--- src/rtl/refill_arbiter.sv ---
// Arbitrates the single AXI read channel between icache and dcache line refills.
// Optional macro REFILL_ARBITER_ROUND_ROBIN_EN: alternate winners on ties instead of dcache priority.
module refill_arbiter #(
    parameter int OFFSET_LEN = 5,
    parameter int ADDR_W     = 32
) (
    input  logic                                   clk,
    input  logic                                   rst,
    input  logic                                   i_req,
    input  logic [ADDR_W-1:0]                      i_addr,
    output logic                                   i_gnt,
    input  logic                                   d_req,
    input  logic [ADDR_W-1:0]                      d_addr,
    output logic                                   d_gnt,
    output logic [32*(1<<(OFFSET_LEN-2))-1:0]      line_data,
    output logic                                   busy,
    output logic                                   arvalid,
    output logic [ADDR_W-1:0]                      araddr,
    output logic [7:0]                             arlen,
    input  logic                                   arready,
    input  logic                                   rvalid,
    input  logic [31:0]                            rdata,
    input  logic                                   rlast,
    output logic                                   rready
);

    localparam int WPL   = 1 << (OFFSET_LEN - 2);
    localparam int CNT_W = (OFFSET_LEN > 2) ? OFFSET_LEN - 2 : 1;
    localparam logic [CNT_W-1:0]  LAST_WORD = CNT_W'(WPL - 1);
    localparam logic [ADDR_W-1:0] LINE_MASK = {ADDR_W{1'b1}} << OFFSET_LEN;

    typedef enum logic [1:0] {
        IDLE,
        ADDR,
        DATA,
        DONE
    } state_t;

    state_t                 state;
    state_t                 state_next;
    logic                   owner_d;
    logic                   pick_d;
    logic                   any_req;
    logic [ADDR_W-1:0]      addr_q;
    logic [CNT_W-1:0]       cnt;
    logic [WPL-1:0][31:0]   line_q;

    assign any_req = i_req | d_req;

`ifdef REFILL_ARBITER_ROUND_ROBIN_EN
    // last_d remembers who was served last so a tie goes to the other cache
    logic last_d;

    assign pick_d = d_req && (!i_req || !last_d);

    always_ff @(posedge clk or posedge rst) begin
        if (rst) begin
            last_d <= 1'b0;
        end else if (state == IDLE && any_req) begin
            last_d <= pick_d;
        end
    end
`else
    assign pick_d = d_req;
`endif

    always_ff @(posedge clk or posedge rst) begin
        if (rst) begin
            state <= IDLE;
        end else begin
            state <= state_next;
        end
    end

    always_comb begin
        state_next = state;
        case (state)
            IDLE:    if (any_req) state_next = ADDR;
            ADDR:    if (arready) state_next = DATA;
            DATA:    if (rvalid && rlast) state_next = DONE;
            DONE:    state_next = IDLE;
            default: state_next = IDLE;
        endcase
    end

    // Owner and line address are frozen at the IDLE decision; beats past the last word overwrite it
    always_ff @(posedge clk or posedge rst) begin
        if (rst) begin
            owner_d <= 1'b0;
            addr_q  <= '0;
            cnt     <= '0;
            line_q  <= '0;
        end else begin
            case (state)
                IDLE: begin
                    if (any_req) begin
                        owner_d <= pick_d;
                        addr_q  <= (pick_d ? d_addr : i_addr) & LINE_MASK;
                    end
                end
                ADDR: begin
                    if (arready) cnt <= '0;
                end
                DATA: begin
                    if (rvalid) begin
                        line_q[cnt] <= rdata;
                        if (cnt != LAST_WORD) cnt <= cnt + 1'b1;
                    end
                end
                default: ;
            endcase
        end
    end

    assign arvalid   = (state == ADDR);
    assign rready    = (state == DATA);
    assign busy      = (state != IDLE);
    assign i_gnt     = (state == DONE) && !owner_d;
    assign d_gnt     = (state == DONE) && owner_d;
    assign araddr    = addr_q;
    assign arlen     = 8'(WPL - 1);
    assign line_data = line_q;

endmodule

--- config.mk ---
export PLATFORM = sky130hd
export DESIGN_NAME = refill_arbiter
export DESIGN_NICKNAME = d
export VERILOG_FILES = /design/src/rtl/refill_arbiter.sv
export SDC_FILE = /design/constraint.sdc
export NUM_CORES = 1
export LEC_CHECK = 0
export CAP_MARGIN = 20
export CORE_ASPECT_RATIO = 0.9
export CORE_UTILIZATION = 35
export CTS_BUF_LIST = sky130_fd_sc_hd__clkbuf_8
export DETAILED_ROUTE_END_ITERATION = 12
export GPL_ROUTABILITY_DRIVEN = 0
export GPL_TIMING_DRIVEN = 1
export PLACE_DENSITY = 0.65
export SYNTH_ARGS = -nofsm -noshare
export SYNTH_HDL_FRONTEND = slang
export SYNTH_SLANG_ARGS = --single-unit
--- constraint.sdc ---
create_clock -name clk -period 28.7 [get_ports clk]
set_clock_uncertainty 0.1 [all_clocks]
set_input_delay 5.74 -clock clk [delete_from_list [all_inputs] [get_ports clk]]
set_output_delay 5.74 -clock clk [all_outputs]
set_load 0.005 [all_outputs]
==> impl_results.md <==
* CP Max Fanout at 18
* First-pass GRT wire length at 46.2 mm
* Sequential element share of the synthesized area at 64.4%
* Placed Area at 0.0155 mm^2
* TNS Setup at 0 ns
* Syn avg cell area at 15.6 um^2
* Die Height at 172 um
* Crit share post-route at 28.0%
* Final ANT Viol Nets at 0
* Total number of vias at 7388
* Overflow after GRT at 0
* CTS buffer count at 48
* Minimum clock period at 8.04 ns
* WP data required at 29.05 ns
* #FFs+latches synth at 289
* Max Buffers Root-to-Sink at 3
* Commonest cells after routing, fill and taps aside: 379 x clkdlybuf4s50_1, 289 x dfrtp_1, 242 x mux2_2
* Worst hold path cell count at 2
* Worst hold-check path type: flop to flop
* Max-slew violations at 0
* Row count at 61
* Worst R2R End: line_data[61]
* Crit path DAT at 8.38 ns
* Status: finished, final reports clean
* Num ports at 404
* Net Sw Power at 412 uW
* Worst vdd ir at 53.2 uV
* Maxcap violations at 0
* Pwr/cell area at 91.4 mW/mm^2
* Achievable Freq at 124 MHz
* Clock group share of total power at 24.3%
* Fin. Hold Viols at 0
* Placed cell count at 1486
* Rel. slew slack at 24.5%
* Worst-Skew Late Latency at 0.56 ns
* CTS tree: built
* Pin slew with the least headroom to its limit at 1.13 ns
* Post-DR wirelength/cell at 19.4 um
* Post-CTS Hold Buffers at 0
* Post_cts resized at 0
* DR iter-0 viols at 207
* HPWL after DPL at 20.1 mm
* Crit path kind: primary input to flop
* Chip Width at 191 um
* FF+latch area at 0.00723 mm^2
* Syn Std Cell Area at 0.0112 mm^2
* Unrepaired setup endpoints after global routing: false
* Comb pwr share at 34.8%
* WHS at 0.378 ns
* CTS root buf: clkbuf_8
* Port bufs at 380
* Leak at 7.48 nW
* Worst reg2reg path depth at 6
* Ys Warns at 0
* Fraction of layout cells with a size suffix above 1 at 29.1%
* Initial core utilization at 36.0%
* DRC errors left at 0
* N_diodes at 0
* Startpoint types: primary input
* WL final at 30.5 mm
* Int Pwr at 1.10 mW
* TritonCTS Sinks at 289
* Cell Count, Final, Fillers Out at 1570
* Design area at 0.0165 mm^2
* Worst r2r src: state[0]
* # setup viols final at 0
* Overall Global Routing Usage at 18.6%
* Netlist cell types at 25
* Initial antenna violation count at 0
* Crit. End Element: flop
* # nets final at 1238
* Hold path startpoint: araddr[14]
* Die area at 0.0328 mm^2
* Synth Instances at 720
* Avg Vias per Cell at 4.71
* Reg clk slew, reported paths at 0.06 ns
* Core area at 0.0312 mm^2
* Area Growth Syn to Fin at 46.7%
* Fillers at 2687
* Vias in the first global route at 7646
* R2R setup slack at 25.67 ns
* H-tree level count at 2
* WHS Endpoint: araddr[14]
* Multi-input gate area at 0.00381 mm^2
* Post-CTS Setup Bufs at 0
* Drt first pass iters at 4
* Net switching fraction of the power at 27.3%
* Reg power frac at 40.9%
* Most common cell after layout, fill and taps aside: clkdlybuf4s50_1
* Largest net degree at the start of global routing at 130
==> layout make-up <==
cell class | count | area share [%]
clock buffers | 65 | 5.43
repair buffers | 392 | 23.7
flip-flops and latches | 289 | 43.9
multi-input cells | 391 | 23.1
inverters | 6 | 0.182
clock inverters | 18 | 0.554
well taps | 409 | 3.10
==> per-stage QoR <==
step           power [mW]  setup slack, ns  util, %
6_report             1.51            20.66     52.8
3_5_place_dp         1.15            20.09     49.6
5_1_grt              1.60            20.60     52.8
3_3_place_gp         1.14            20.11     49.6
2_1_floorplan       0.804            14.88        -
4_1_cts              1.53            20.71     52.7
==> per-layer routing <==
layer	up-vias	track usage [%]	routed length (um)
met4	0	5.63	620
met5	-	0	0
met1	3729	24.1	13000
met3	48	6.23	2790
met2	284	29.4	14100
li1	3327	-	-
==> sequential cells by signal, indices dropped and copies added (netlist names) <==
register,flops
cnt,3
araddr,27
line_data,256
state,2
owner_d,1
==> how the worst max path moves through the flow <==
| stage | to | slack (ns) | from | depth (start not counted) |
|---|---|---|---|---|
| after floorplan | araddr[10] | 14.88 | rst | 1 |
| after global routing | line_data[59] | 20.60 | rvalid | 5 |
| final | line_data[61] | 20.66 | rvalid | 5 |
| after global placement | line_data[62] | 20.11 | rvalid | 5 |
| after CTS | line_data[59] | 20.71 | rvalid | 5 |
| after detailed placement | line_data[46] | 20.09 | rvalid | 5 |
==> kinds of logic after synthesis <==
group / synth area share [%]
compound gates: 1.64
flops: 64.4
other cells: 0.0668
mux: 28.4
buf+inv: 2.57
simple gates: 2.15
fa+ha+maj: 0.779
==> power groups by stage <==
stage	logic (mW)	clock network (mW)	registers (mW)
floorplan	0.175	0	0.629
global placement	0.527	0	0.615
detailed placement	0.531	0	0.623
CTS	0.534	0.379	0.617
global route	0.567	0.396	0.635
finish	0.525	0.366	0.616
==> Yosys cell counts (all sizes together) <==
| cell | instances | area (um^2) |
|---|---|---|
| a2111oi | 2 | 25.0 |
| a22o | 1 | 8.76 |
| and2 | 1 | 6.26 |
| buf | 40 | 248 |
| clkbuf | 5 | 18.8 |
| conb | 2 | 7.51 |
| dfrtp | 289 | 7230 |
| ha | 7 | 87.6 |
| inv | 6 | 22.5 |
| mux2 | 258 | 2910 |
| mux2i | 29 | 290 |
| nand2 | 32 | 120 |
| nand2b | 1 | 6.26 |
| nand3 | 3 | 15.0 |
| nand3b | 1 | 7.51 |
| nor2 | 6 | 22.5 |
| nor2b | 5 | 31.3 |
| nor3 | 2 | 20.0 |
| nor3b | 1 | 12.5 |
| o21ai | 28 | 140 |
| o32a | 1 | 10.0 |
==> worst max-delay path, cell delays in order <==
cell             delay (ns)
clkdlybuf4s50_1        0.62
nand2b_1               0.24
nor3_4                 0.91
buf_4                  0.48
mux2_2                 0.38
Power figures use the tool's default switching activity.
